==> config.mk <==
export PLATFORM = sky130hd
export DESIGN_NAME = regfile_sb
export DESIGN_NICKNAME = d
export VERILOG_FILES = /design/src/rtl/regfile_sb.sv
export SDC_FILE = /design/constraint.sdc
export NUM_CORES = 2
export LEC_CHECK = 0
export CORE_MARGIN = 1
export CORE_UTILIZATION = 40
export CTS_CLUSTER_SIZE = 40
export DETAILED_ROUTE_END_ITERATION = 8
export PLACE_DENSITY = 0.58
export REMOVE_ABC_BUFFERS = 1
export SKIP_CTS_REPAIR_TIMING = 1
export SYNTH_ARGS = -nofsm -noshare
export SYNTH_HDL_FRONTEND = slang
export SYNTH_SLANG_ARGS = --single-unit
==> constraint.sdc <==
create_clock -name clk -period 6.9 [get_ports clk]
set_clock_uncertainty 0.2 [all_clocks]
set_input_delay 1.38 -clock clk [delete_from_list [all_inputs] [get_ports clk]]
set_output_delay 1.38 -clock clk [all_outputs]
set_load 0.05 [all_outputs]
==> src/rtl/regfile_sb.sv <==
// Parametrised register file with two bypassable read ports, a debug read port,
// one write port and a per-entry busy scoreboard for RAW hazard detection.
module regfile_sb #(
   parameter int DATA_W   = 32,
   parameter int ADDR_W   = 5,
   parameter int BYPASS   = 1,
   parameter int ZERO_REG = 1
) (
   input  logic              clk,
   input  logic              rst_n,
   input  logic [ADDR_W-1:0] raddr1,
   output logic [DATA_W-1:0] rdata1,
   output logic              busy1,
   input  logic [ADDR_W-1:0] raddr2,
   output logic [DATA_W-1:0] rdata2,
   output logic              busy2,
   input  logic [ADDR_W-1:0] test_addr,
   output logic [DATA_W-1:0] test_data,
   input  logic              RegWre,
   input  logic [ADDR_W-1:0] waddr,
   input  logic [DATA_W-1:0] wdata,
   input  logic              issue_valid,
   input  logic [ADDR_W-1:0] issue_addr,
   output logic [ADDR_W:0]   busy_cnt
);

   localparam int DEPTH = 1 << ADDR_W;

   logic [DATA_W-1:0] mem [DEPTH];
   logic [DEPTH-1:0]  busy_q;
   logic [DEPTH-1:0]  busy_d;
   logic [ADDR_W:0]   cnt_d;
   logic              wr_en;

   assign wr_en = RegWre && !(ZERO_REG != 0 && waddr == '0);

   always_ff @(posedge clk or negedge rst_n) begin
      if (!rst_n) begin
         for (int k = 0; k < DEPTH; k++) mem[k] <= '0;
      end else if (wr_en) begin
         mem[waddr] <= wdata;
      end
   end

   // An issue and a write-back to the same entry on one edge leave it busy:
   // the write retires an older producer while the new one is still in flight.
   always_comb begin
      busy_d = busy_q;
      for (int k = 0; k < DEPTH; k++) begin
         busy_d[k] = (issue_valid && issue_addr == ADDR_W'(k)) ||
                     (busy_q[k] && !(RegWre && waddr == ADDR_W'(k)));
      end
      if (ZERO_REG != 0) busy_d[0] = 1'b0;
   end

   always_comb begin
      cnt_d = '0;
      for (int k = 0; k < DEPTH; k++) cnt_d = cnt_d + (ADDR_W+1)'(busy_d[k]);
   end

   always_ff @(posedge clk or negedge rst_n) begin
      if (!rst_n) begin
         busy_q   <= '0;
         busy_cnt <= '0;
      end else begin
         busy_q   <= busy_d;
         busy_cnt <= cnt_d;
      end
   end

   function automatic logic [DATA_W-1:0] read_port(input logic [ADDR_W-1:0] a);
      if (!rst_n || (ZERO_REG != 0 && a == '0)) return '0;
      else if (BYPASS != 0 && RegWre && waddr == a) return wdata;
      else return mem[a];
   endfunction

   // A forwarded write makes the data usable now, unless a newer producer
   // is being issued to the same entry in this cycle.
   function automatic logic read_busy(input logic [ADDR_W-1:0] a);
      if (ZERO_REG != 0 && a == '0) return 1'b0;
      else if (BYPASS != 0 && RegWre && waddr == a && !(issue_valid && issue_addr == a))
         return 1'b0;
      else return busy_q[a];
   endfunction

   assign rdata1    = read_port(raddr1);
   assign rdata2    = read_port(raddr2);
   assign busy1     = read_busy(raddr1);
   assign busy2     = read_busy(raddr2);
   assign test_data = mem[test_addr];

endmodule

Word level (Yosys, flattened, before mapping)
Cells that the tools add are included.
Widths: inputs -> output; s select.

word-level totals
  flip-flop bits (word level) = 1061
  input port bits = 61
  output and inout bits = 104

cells by class
  add/subtract/negate cells = 30
  $lt $le $gt $ge = 7
  eq/ne operators = 66
  muxes and demuxes = 24
  bitwise operators = 4
  reductions and logical operators = 172

operators by type and width
  cell                number
  $bwmux 1024         1
  $bmux 32 s5         3
  $mux 32             11
  $demux 32 s5        1
  $eq 5x5->1 const B  32
  $add 6x1->6         25
  $logic_and 1x1->1   101
  $eq 5x4->1 const B  16
  $eq 5x3->1 const B  8
  $logic_not 1->1     35
  $logic_or 1x1->1    33
  $ge 6x6->1 const B  4
  $not 5->6           4
  $eq 5x2->1 const B  4
  $eq 5x5->1          4
  $logic_not 5->1     3
  $lt 5x6->1 const B  2
  $bmux 1 s5          2
  $eq 5x1->1 const B  2
  $add 5x1->6         1
  $lt 6x1->1 const B  1
  $mux 1              6
  $add 4x1->5         1
  $add 3x1->4         1
  2 further kinds     2

Depth between registers and ports, before layout
  word-level depth = 35
  depth in mapped cells = 21
  depth with buffers taken out = 19

Worst setup path after synthesis
Ideal clock, no wire load.

  path kind = input to register
  from = input waddr[4]
  to = register busy_cnt[4]
  library setup time = 0.080 ns
  arrival time = 7.019 ns
  path slack = -0.399 ns
  stages = 21
  buffers on the path = 3
  cells stage by stage = buf_2 -> nor3b_1 -> nand2_1 -> buf_2 -> buf_1 -> a32o_1 -> fa_1 -> inv_1 -> fa_1 -> fa_1 -> inv_1 -> fa_1 -> fa_1 -> inv_1 -> fa_1 -> inv_1 -> fa_1 -> fa_1 -> a21o_1 -> a21oi_1 -> xnor2_1

between the ends
  elaborated cells on any way between the ends = 185
  those cells by class = add/sub: 30; eq/ne: 31; reduce/logical: 124

RTL lines
  item                        RTL line  RTL
  start, declared             20        input logic [ADDR_W-1:0] waddr,
  $eq 5x5->1                  51        (busy_q[k] && !(RegWre && waddr == ADDR_W'(k)));
  $logic_and 1x1->1           51
  $logic_not 1->1             51
  $logic_and 1x1->1           51
  $logic_or 1x1->1            50        busy_d[k] = (issue_valid && issue_addr == ADDR_W'(k)) ||
  named net busy_d[18]        31        logic [DEPTH-1:0] busy_d;
  $add 6x1->6 (14 in series)  58        for (int k = 0; k < DEPTH; k++) cnt_d = cnt_d + (ADDR_W+1)'(busy_d[k]);
  named net cnt_d[4]          32        logic [ADDR_W:0] cnt_d;
  end signal, assigned        67        busy_cnt <= cnt_d;
  end, declared               24        output logic [ADDR_W:0] busy_cnt

The timed path passes the listed nets, and every way through them passes these cells.
A chain may end at the register's enable or synchronous reset.

Worst setup path after layout
  from = input RegWre
  to = register busy_cnt[4]

between the ends
  elaborated cells on any way between the ends = 154
  those cells by class = add/sub: 30; reduce/logical: 124

RTL lines
  item                       RTL line  RTL
  start, declared            19        input logic RegWre,
  $logic_and 1x1->1          51
  $logic_not 1->1            51
  $logic_and 1x1->1          51
  $logic_or 1x1->1           50
  named net busy_d[24]       31
  $add 6x1->6 (8 in series)  58
  named net cnt_d[4]         32

The timed path passes the listed nets, and every way through them passes these cells.

==> impl_results.md <==
- Buffers on Ports: 164
- HPWL Detailed: 152000 µm
- Worst-path cell chain: clkdlybuf4s50_1, or3b_2, o21ai_2, o31ai_2, fa_1, inv_1, fa_1, fa_1, inv_1, fa_1, fa_1, inv_1, fa_1, inv_1, fa_1, fa_1, a21o_1, a21oi_1, xnor2_1
- Slowest-stage cell, CP: fa_1
- Synth Register Bits: 1061
- Proportion of layout cells with a drive suffix above 1: 48.4%
- Vias per cell: 6.72
- Worst-path fanout max: 4
- Mapped Area: 0.0659 mm²
- Commonest non-fill, non-tap cell in the layout: dfrtp_1
- WL met1: 103000 µm
- Cell taking the most area after synthesis: dfrtp_1
- Post-layout minimum cycle time: 6750 ps
- Die area: 0.166 mm²
- Routed WL per cell: 35.8 µm
- Worst skew pair latency: 760 ps
- P&R area growth vs syn: 14.7%
- Most used DFF post-synth: dfrtp_1
- Initial antenna violation count: 8
- Row cnt: 148
- Min setup slack post-route: 150 ps
- Placed cell count: 6806
- Maxcap violations: 0
- Layout Cells excl Fill: 7032
- Final hold violation count: 0
- Most frequent cells in the layout: dfrtp_1 (1061), mux2_2 (1001), mux4_2 (696)
- Pwr Density: 307 mW/mm²
- Slew Viols, Final: 0
- Root Driver: clkbuf_16
- Crit-path leading delay family: adder cells
- Leak pwr: 0.0317 µW
- Dpl ws: -671 ps
- Die Ht: 408 µm
- Run status: complete, no violations
- I/O pin cnt: 165
- Total negative slack: 0 ps
- Pin count of the biggest net entering global routing: 166
- Post-route clock period utilization: 97.8%
- GPL Wtd Cong: 0.897
- Sequential cell area fraction in the yosys report: 40.3%
- Die width: 408 µm
- Final nets: 4842
- Setup violators final: 0
- Metal2 WL: 113000 µm
- Ys async rst share: 100%
- CTS H-tree depth: 3
- CTS tree: built
- CTS buffer count: 118
- Total Routing Usage GR: 30.1%
- Initial drt markers: 5749
- Post-route ant nets: 0
- Top achievable clock speed: 148 MHz
- Rel. slew slack: 12.4%
- Synth cell types: 71
- Number of flops mapped to enable cells by yosys: 0
- Synthesis Warnings: 0
- Worst hold path type: reg -> reg
- Total gr overflow: 0
- Setup crit start kind: input pin
- Met3 wire length: 23800 µm
- Clk sinks: 1061
- TritonRoute pass-1 iters: 6
- Vias in the first global route: 47300
- Filler Cells Inserted: 14300
- Post-synthesis instance total: 4716
- Synth top area share: 40.3%
- Synth area leaders: dfrtp_1 (40%), mux4_2 (24%), mux2_2 (17%)
- Post-Syn Area per Cell: 14.0 µm²
- Crit path buffers/inverters: 5
- Required @ worst endpoint: 7380 ps
- First-pass GRT wire length: 362000 µm
- Initial Util: 40.4%
- Vias: 47200
- Critical path class: in -> reg
- Max Buffers Root-to-Sink: 3
- WP data arrival: 7230 ps
- CP dominant cell by count: fa_1
- Core ar.: 0.163 mm²
- Worst-Margin Slew: 1310 ps
- Max layer used: met5
- DR DRC count: 0
- Clk pin slew, worst setup/hold paths: 60 ps
- Worst path max stage delay: 550 ps
- Final WL: 252000 µm
- Crit end category: flip-flop
- Max VDD drop: 0.675 mV
==> cell type report <==
type | instances | area, µm² | area share (%)
clock buffer | 172 | 3540 | 4.68
clock inverter | 47 | 651 | 0.861
sequential | 1061 | 26600 | 35.1
timing repair buffer | 460 | 5020 | 6.65
multi-input combinational | 3071 | 37000 | 48.9
inverter | 39 | 146 | 0.194
tap | 2175 | 2720 | 3.60
antenna | 7 | 17.5 | 0.0232
==> kinds of logic (layout without fill, tap and decap cells) <==
kind of cell             Yosys count  count (layout)  share of synthesized area, %
AO/OA/AOI/OAI                    601             601                          6.12
XOR/XNOR                          22              22                         0.292
adder cells (fa/ha/maj)           30              30                         0.832
buffers and inverters            584             718                          4.13
flip-flops                      1061            1061                          40.3
multiplexers                    1982            1982                          45.2
other                              0               7                             0
AND/OR/NAND/NOR                  436             436                          3.10
==> sequential cells by signal, indices dropped and copies added, names as in the netlist <==
name      cells
busy_q       31
mem        1024
busy_cnt      6
==> cell usage after synthesis, types with 19 or more instances <==
library cell / number
inv_1: 37
mux2i_1: 279
a221oi_1: 19
a22oi_1: 55
clkbuf_1: 308
buf_4: 67
a21oi_1: 55
a31oi_1: 19
fa_1: 23
o22ai_1: 125
buf_1: 28
buf_2: 126
nor2_1: 86
nor2b_1: 20
nand4_1: 30
o21ai_0: 156
mux4_2: 696
nor3_1: 33
dfrtp_1: 1061
mux2_2: 1001
nand2_1: 179
nand3_1: 20
==> power by group <==
| part | leakage [µW] | internal, µW | switching, µW |
|---|---|---|---|
| Sequential | 0.0136 | 7470 | 1150 |
| Combinational | 0.0160 | 4240 | 3480 |
| Clock | 0.00205 | 4070 | 2820 |
| Total | 0.0317 | 15800 | 7450 |
==> worst paths after layout <==
| check | start | endpoint | slack (ps) | depth (start not counted) |
|---|---|---|---|---|
| setup / recovery | RegWre | busy_cnt[4] | 150 | 19 |
| max in group asynchronous | rst_n | mem[716] | 3330 | 4 |
| min in group asynchronous | rst_n | busy_cnt[2] | 310 | 1 |
| setup reg to reg | busy_q[22] | busy_cnt[4] | 1350 | 18 |
| hold reg to reg | mem[1011] | mem[1011] | 220 | 0 |
| hold / removal | mem[1011] | mem[1011] | 220 | 0 |
==> through the flow <==
stage	util, %	power [µW]	hold WS, ps	cell area [µm²]
CTS	46.3	23300	217	75600
detailed placement	43.7	16400	203	71400
global placement	43.7	16200	195	71400
finish	46.3	23200	215	75600
floorplan	-	13500	181	63300
global route	46.3	24300	236	75600
==> routing by layer <==
metal	track usage, %	vias up
met3	7.14	556
met1	41.6	25300
met5	0	-
met2	45.1	2658
met4	13.6	8
li1	-	18700
Power figures use the tool's default switching activity.
